--- src/rtl/key_scan_ps2_pkg.sv ---
// Shared PS/2 key-scan definitions: RAM address, special scan codes,
// receiver state encoding and the set-2 scan-code to ASCII table.
package key_scan_ps2_pkg;

    localparam logic [12:0] SCAN_ASCII_ADDR = 13'h0310;

    localparam logic [7:0] CODE_BRK    = 8'hF0;
    localparam logic [7:0] CODE_EXT    = 8'hE0;
    localparam logic [7:0] CODE_LSHIFT = 8'h12;
    localparam logic [7:0] CODE_RSHIFT = 8'h59;

    typedef enum logic [1:0] {
        ST_IDLE   = 2'd0,
        ST_DATA   = 2'd1,
        ST_PARITY = 2'd2,
        ST_STOP   = 2'd3
    } rx_state_t;

    // Returns 0 for codes with no printable mapping; letters shift to upper case.
    function automatic logic [7:0] scan_to_ascii(input logic [7:0] code, input logic shift);
        logic [7:0] r;
        r = '0;
        case (code)
            8'h1C: r = 8'h61;  8'h32: r = 8'h62;  8'h21: r = 8'h63;  8'h23: r = 8'h64;
            8'h24: r = 8'h65;  8'h2B: r = 8'h66;  8'h34: r = 8'h67;  8'h33: r = 8'h68;
            8'h43: r = 8'h69;  8'h3B: r = 8'h6A;  8'h42: r = 8'h6B;  8'h4B: r = 8'h6C;
            8'h3A: r = 8'h6D;  8'h31: r = 8'h6E;  8'h44: r = 8'h6F;  8'h4D: r = 8'h70;
            8'h15: r = 8'h71;  8'h2D: r = 8'h72;  8'h1B: r = 8'h73;  8'h2C: r = 8'h74;
            8'h3C: r = 8'h75;  8'h2A: r = 8'h76;  8'h1D: r = 8'h77;  8'h22: r = 8'h78;
            8'h35: r = 8'h79;  8'h1A: r = 8'h7A;
            8'h45: r = 8'h30;  8'h16: r = 8'h31;  8'h1E: r = 8'h32;  8'h26: r = 8'h33;
            8'h25: r = 8'h34;  8'h2E: r = 8'h35;  8'h36: r = 8'h36;  8'h3D: r = 8'h37;
            8'h3E: r = 8'h38;  8'h46: r = 8'h39;
            8'h29: r = 8'h20;  8'h5A: r = 8'h0D;  8'h66: r = 8'h08;
            default: r = '0;
        endcase
        if (shift && r >= 8'h61 && r <= 8'h7A) begin
            r = r - 8'h20;
        end
        return r;
    endfunction

endpackage

--- src/rtl/key_scan_ps2_rx.sv ---
// PS/2 frame receiver: line synchronizers, start/data/parity/stop FSM and
// inter-edge timeout; emits a one-cycle code_valid with each good byte.
module ps2_rx
    import key_scan_ps2_pkg::*;
#(
    parameter int unsigned TIMEOUT_CYC = 5000
) (
    input  logic       clk,
    input  logic       rst_n,
    input  logic       i_ps2_clk,
    input  logic       i_ps2_data,
    output logic       o_code_valid,
    output logic [7:0] o_code
);

    localparam int unsigned TW = (TIMEOUT_CYC > 1) ? $clog2(TIMEOUT_CYC) : 1;
    localparam logic [TW-1:0] TO_LAST = TW'(TIMEOUT_CYC - 1);

    logic            r_clk_s1, r_clk_s2, r_clk_s3;
    logic            r_dat_s1, r_dat_s2;
    rx_state_t       r_state, w_state_nxt;
    logic [2:0]      r_bit_cnt;
    logic [7:0]      r_shift;
    logic            r_parity;
    logic [TW-1:0]   r_to_cnt;
    logic            r_code_valid;
    logic [7:0]      r_code;
    logic            w_fall;
    logic            w_timeout;
    logic            w_frame_ok;

    assign w_fall    = r_clk_s3 & ~r_clk_s2;
    // An edge clears the counter, so it takes priority over an expiring timeout.
    assign w_timeout = (r_state != ST_IDLE) && !w_fall && (r_to_cnt == TO_LAST);

    always_ff @(posedge clk or negedge rst_n) begin
        if (!rst_n) begin
            r_clk_s1 <= 1'b1;
            r_clk_s2 <= 1'b1;
            r_clk_s3 <= 1'b1;
            r_dat_s1 <= 1'b1;
            r_dat_s2 <= 1'b1;
        end else begin
            r_clk_s1 <= i_ps2_clk;
            r_clk_s2 <= r_clk_s1;
            r_clk_s3 <= r_clk_s2;
            r_dat_s1 <= i_ps2_data;
            r_dat_s2 <= r_dat_s1;
        end
    end

    always_ff @(posedge clk or negedge rst_n) begin
        if (!rst_n) begin
            r_state <= ST_IDLE;
        end else begin
            r_state <= w_state_nxt;
        end
    end

    always_comb begin
        w_state_nxt = r_state;
        w_frame_ok  = 1'b0;
        if (w_timeout) begin
            w_state_nxt = ST_IDLE;
        end else if (w_fall) begin
            case (r_state)
                ST_IDLE:   if (!r_dat_s2) w_state_nxt = ST_DATA;
                ST_DATA:   if (r_bit_cnt == 3'd7) w_state_nxt = ST_PARITY;
                ST_PARITY: w_state_nxt = ST_STOP;
                ST_STOP: begin
                    w_state_nxt = ST_IDLE;
                    w_frame_ok  = r_dat_s2 && (^{r_shift, r_parity});
                end
                default:   w_state_nxt = ST_IDLE;
            endcase
        end
    end

    always_ff @(posedge clk or negedge rst_n) begin
        if (!rst_n) begin
            r_bit_cnt    <= '0;
            r_shift      <= '0;
            r_parity     <= 1'b0;
            r_code_valid <= 1'b0;
            r_code       <= '0;
        end else begin
            r_code_valid <= w_frame_ok;
            if (w_frame_ok) begin
                r_code <= r_shift;
            end
            if (w_fall && !w_timeout) begin
                case (r_state)
                    ST_IDLE:   r_bit_cnt <= '0;
                    ST_DATA: begin
                        r_shift   <= {r_dat_s2, r_shift[7:1]};
                        r_bit_cnt <= r_bit_cnt + 3'd1;
                    end
                    ST_PARITY: r_parity <= r_dat_s2;
                    default:   ;
                endcase
            end
        end
    end

    always_ff @(posedge clk or negedge rst_n) begin
        if (!rst_n) begin
            r_to_cnt <= '0;
        end else if (w_fall || w_timeout || r_state == ST_IDLE) begin
            r_to_cnt <= '0;
        end else begin
            r_to_cnt <= r_to_cnt + 1'b1;
        end
    end

    assign o_code_valid = r_code_valid;
    assign o_code       = r_code;

endmodule

--- src/rtl/key_scan_ps2.sv ---
// PS/2 keyboard scanner: decodes make/break/extended scan codes into the ASCII
// of the currently held key, presented at a fixed RAM address.
module key_scan_ps2
    import key_scan_ps2_pkg::*;
#(
    parameter logic [12:0] SCAN_ADDR   = SCAN_ASCII_ADDR,
    parameter int unsigned TIMEOUT_CYC = 5000
) (
    input  logic        clk,
    input  logic        rst_n,
    input  logic        ps2_clk,
    input  logic        ps2_data,
    output logic [12:0] key_ram_addr,
    output logic [31:0] key_ram_wdata,
    output logic        key_ram_wen
);

    logic       w_code_valid;
    logic [7:0] w_code;
    logic [7:0] w_ascii;
    logic       w_is_shift;

    logic       r_brk;
    logic       r_ext;
    logic       r_shift_key;
    logic [7:0] r_held;
    logic [7:0] r_wdata;
    logic       r_wen;

    ps2_rx #(
        .TIMEOUT_CYC (TIMEOUT_CYC)
    ) u_rx (
        .clk          (clk),
        .rst_n        (rst_n),
        .i_ps2_clk    (ps2_clk),
        .i_ps2_data   (ps2_data),
        .o_code_valid (w_code_valid),
        .o_code       (w_code)
    );

    assign w_ascii    = scan_to_ascii(w_code, r_shift_key);
    assign w_is_shift = (w_code == CODE_LSHIFT) || (w_code == CODE_RSHIFT);

    // Prefix codes only arm flags; the following code consumes and clears them.
    always_ff @(posedge clk or negedge rst_n) begin
        if (!rst_n) begin
            r_brk       <= 1'b0;
            r_ext       <= 1'b0;
            r_shift_key <= 1'b0;
            r_held      <= '0;
            r_wdata     <= '0;
            r_wen       <= 1'b0;
        end else if (w_code_valid) begin
            if (w_code == CODE_BRK) begin
                r_brk <= 1'b1;
            end else if (w_code == CODE_EXT) begin
                r_ext <= 1'b1;
            end else begin
                r_brk <= 1'b0;
                r_ext <= 1'b0;
                if (!r_ext) begin
                    if (!r_brk) begin
                        if (w_is_shift) begin
                            r_shift_key <= 1'b1;
                        end else if (w_ascii != '0) begin
                            r_wdata <= w_ascii;
                            r_wen   <= 1'b1;
                            r_held  <= w_code;
                        end
                    end else begin
                        if (w_is_shift) begin
                            r_shift_key <= 1'b0;
                        end else if (w_code == r_held) begin
                            r_wen <= 1'b0;
                        end
                    end
                end
            end
        end
    end

    assign key_ram_addr  = SCAN_ADDR;
    assign key_ram_wdata = {24'h0, r_wdata};
    assign key_ram_wen   = r_wen;

endmodule

--- config.mk ---
export PLATFORM = sky130hd
export DESIGN_NAME = key_scan_ps2
export DESIGN_NICKNAME = d
export VERILOG_FILES = /design/src/rtl/key_scan_ps2_pkg.sv /design/src/rtl/key_scan_ps2_rx.sv /design/src/rtl/key_scan_ps2.sv
export SDC_FILE = /design/constraint.sdc
export NUM_CORES = 1
export LEC_CHECK = 0
export ABC_AREA = 1
export BUFFER_PORTS_ARGS = -buffer_cell sky130_fd_sc_hd__buf_2
export CAP_MARGIN = 5
export CORE_MARGIN = 5
export CORE_UTILIZATION = 45
export DETAILED_ROUTE_END_ITERATION = 8
export PLACE_DENSITY = 0.75
export SYNTH_ARGS = -nofsm -noshare
export SYNTH_HDL_FRONTEND = slang
export SYNTH_HIERARCHICAL = 1
export SYNTH_SLANG_ARGS = --single-unit
--- constraint.sdc ---
create_clock -name clk -period 5.9 [get_ports clk]
set_input_delay 0.295 -clock clk [delete_from_list [all_inputs] [get_ports clk]]
set_output_delay 0.295 -clock clk [all_outputs]
set_load 0.02 [all_outputs]
==> impl_metrics.csv <==
group,metric,value,unit
placement,dp_slack,2920,ps
clock_tree,hold_buffers,0,
pwr,cellLeakagePower,2.31,nW
timing,slew_viol_final,0,
drt,vias,3415,
global_route,grtUsageTotal,16.0,%
logic_synthesis,ys_warn_count,6,
drt,wl,8650,um
pwr,power_density,368,mW/mm2
timing,finalSetupTns,0,ps
timing,fin_skew,13.9,ps
global_route,antenna_found_initial,0,
pwr,combPwrFrac,41.8,%
logic_synthesis,avgSynthCellArea,7.37,um2
worst_setup_path,startpoint_type,"flip-flop",
drt,drt_first_pass_iters,4,
floorplanning,die_x,105,um
drt,wl_per_cell,12.7,um
logic_synthesis,synth-main-ff-cell,"dfrtp_1",
placement,io_buffers,12,
global_route,grt_pass1_wl,14900,um
placement,place_area,0.00408,mm2
clock_tree,cts_setup_buffers,0,
pwr,power.internal,0.873,mW
logic_synthesis,netlist_instances,557,
timing,finalCritPeriodShare,51.7,%
floorplanning,core-area,0.00881,mm2
pwr,pwr-share-seq,37.2,%
finish,design_area,0.00426,mm2
finish,fillCellCount,867,
clock_tree,cts_buffer_depth,2,
clock_tree,cts_tree,"yes",
timing,rsz0062_at_grt,"false",
global_route,use_met1,20.2,%
finish,layout_common_cells,"nand2_1 (181), dfrtp_1 (56), nand3_1 (51), nor2_1 (41), inv_1 (40)",
clock_tree,post_cts_resized,0,
drt,avgViaCountPerCell,5.02,
floorplanning,io_pins,50,
hold_path,hold_class,"in2reg",
pwr,pwr-share-clk,21.1,%
global_route,grt_max_degree,62,
timing,fmax,328,MHz
finish,antenna_cells,0,
placement,hpwl,6550,um
worst_setup_path,path_class,"reg2reg",
timing,timing.slew.headroom,35.3,%
global_route,grt_util_met2,27.4,%
global_route,grt_pass1_vias,3239,
outcome,status,"finished, final reports clean",
pwr,switching_power,0.692,mW
pwr,vdd_drop_max,0.296,mV
drt,drtAntennaViolNets,0,
global_route,grtUsageMet3,3.48,%
logic_synthesis,synth-edff-count,0,
timing,setup_viol,0,
timing,hold_viol,0,
floorplanning,die-area,0.0111,mm2
logic_synthesis,synth_area,0.00410,mm2
pwr,p_sw_share,44.2,%
floorplanning,rows,34,
finish,nets,588,
placement,place_congestion,0.930,
timing,holdWs,59.3,ps
logic_synthesis,ys_async_sr_fraction,100,%
drt,drc,0,
clock_tree,path_clk_slew,70,ps
finish,layout_commonest_cell,"nand2_1",
drt,drtIter0Drc,183,
global_route,grt.busiest_layer,"met2",
finish,drive_gt1_share,12.8,%
timing,tightest_slew,965,ps
timing,fin_ws,2850,ps
worst_setup_path,critPathMaxFanout,19,
flow_run,cap_violations,0,
clock_tree,cts.htree.levels,3,
logic_synthesis,synth.ff_latch_count,61,
worst_setup_path,worst_setup_path_end_kind,"flip-flop",
clock_tree,clock-root-buffer,"clkbuf_8",
logic_synthesis,synth_cell_types,39,
clock_tree,clk_latency,340,ps
worst_setup_path,critPathRequiredTime,6120,ps
floorplanning,start_util,46.6,%
logic_synthesis,ys_seq_area_share,37.3,%
finish,areaGrowthSynthToFinish,3.72,%
floorplanning,die_h,105,um
worst_setup_path,arrival,3270,ps
clock_tree,cts.sinks,61,
timing,finalCriticalPeriod,3050,ps
global_route,globalRouteOverflowTotal,0,
clock_tree,cts_made_buffers,9,
==> Yosys cell counts, types with 8 or more instances <==
cell type / instances / area share, %
ha_1: 16 / 4.9
nand3_1: 51 / 6.2
inv_2: 8 / 0.73
dfrtp_1: 56 / 34
nand2_2: 8 / 1.2
a21oi_1: 12 / 1.5
inv_1: 40 / 3.7
o21ai_0: 20 / 2.4
buf_4: 40 / 7.3
nor2_1: 41 / 3.8
nor3_1: 8 / 0.98
nand2_1: 181 / 17
nand4_1: 8 / 1.2
==> metal layers <==
layer / vias to the layer above / part of all wire [%]
li1: 1715 / -
met1: 1576 / 44
met2: 106 / 48
met3: 18 / 6.0
met4: 0 / 2.4
met5: - / 0
==> cell type report <==
type	instances	area, um2	area share, %
inverter	50	188	4.41
clock inverter	3	21.3	0.500
sequential	61	1530	36.0
timing repair buffer	13	67.6	1.59
clock buffer	12	155	3.64
multi-input combinational	433	2160	50.7
tap	108	135	3.17
==> flip-flops by register name (all words and copies together) (netlist names) <==
name,cells
u_rx/r_to_cnt,13
r_held,8
r_wdata,8
u_rx/o_code,8
u_rx/r_shift,8
u_rx/r_bit_cnt,3
u_rx/r_state,2
key_ram_wen,1
r_brk,1
r_ext,1
r_shift_key,1
u_rx/o_code_valid,1
u_rx/r_clk_s1,1
u_rx/r_clk_s2,1
u_rx/r_clk_s3,1
u_rx/r_dat_s1,1
u_rx/r_dat_s2,1
u_rx/r_parity,1
==> cell families after synthesis <==
logic type | count (synthesis) | share of synthesized area (%)
AND/OR/NAND/NOR | 323 | 35.5
buffers and inverters | 98 | 13.3
flip-flops | 61 | 37.3
AO/OA/AOI/OAI | 44 | 6.01
adder cells (fa/ha/maj) | 16 | 4.88
XOR/XNOR | 13 | 2.77
other | 2 | 0.183
==> through the flow <==
stage          util [%]  power (mW)  instances
3_3_place_gp       46.3        1.22        665
6_report           48.3        1.56        680
4_1_cts            48.3        1.57        680
2_1_floorplan         -        1.13        592
3_5_place_dp       46.3        1.24        665
5_1_grt            48.3        1.70        680
==> power by group through the flow <==
stage               Clock, mW  Combinational, mW  Sequential, mW
floorplan                   0              0.573           0.557
global placement            0              0.637           0.583
detailed placement          0              0.652           0.587
CTS                     0.339              0.655           0.580
global route            0.362              0.749           0.593
finish                  0.330              0.654           0.581
==> final timing paths <==
check	startpoint	endpoint	slack [ps]	cells past startpoint
max	u_rx/o_code[3]	r_held[2]	2850	9
min	ps2_data	u_rx/r_dat_s1	60	1
max reg2reg	u_rx/o_code[3]	r_held[2]	2850	9
min reg2reg	u_rx/r_clk_s1	u_rx/r_clk_s2	360	0
max in group asynchronous	rst_n	u_rx/r_to_cnt[3]	5290	2
min in group asynchronous	rst_n	u_rx/r_shift[3]	110	2
==> critical path, stage by stage (launching register included) <==
cell     delay [ps]
dfrtp_1         800
inv_2           310
nand2_2         180
o21ai_1         110
a21oi_2         200
nand2_1         100
nor3_2          780
nand2_4         260
nand2_1         130
nand2_1          60
(Power assumes the default switching activity.)
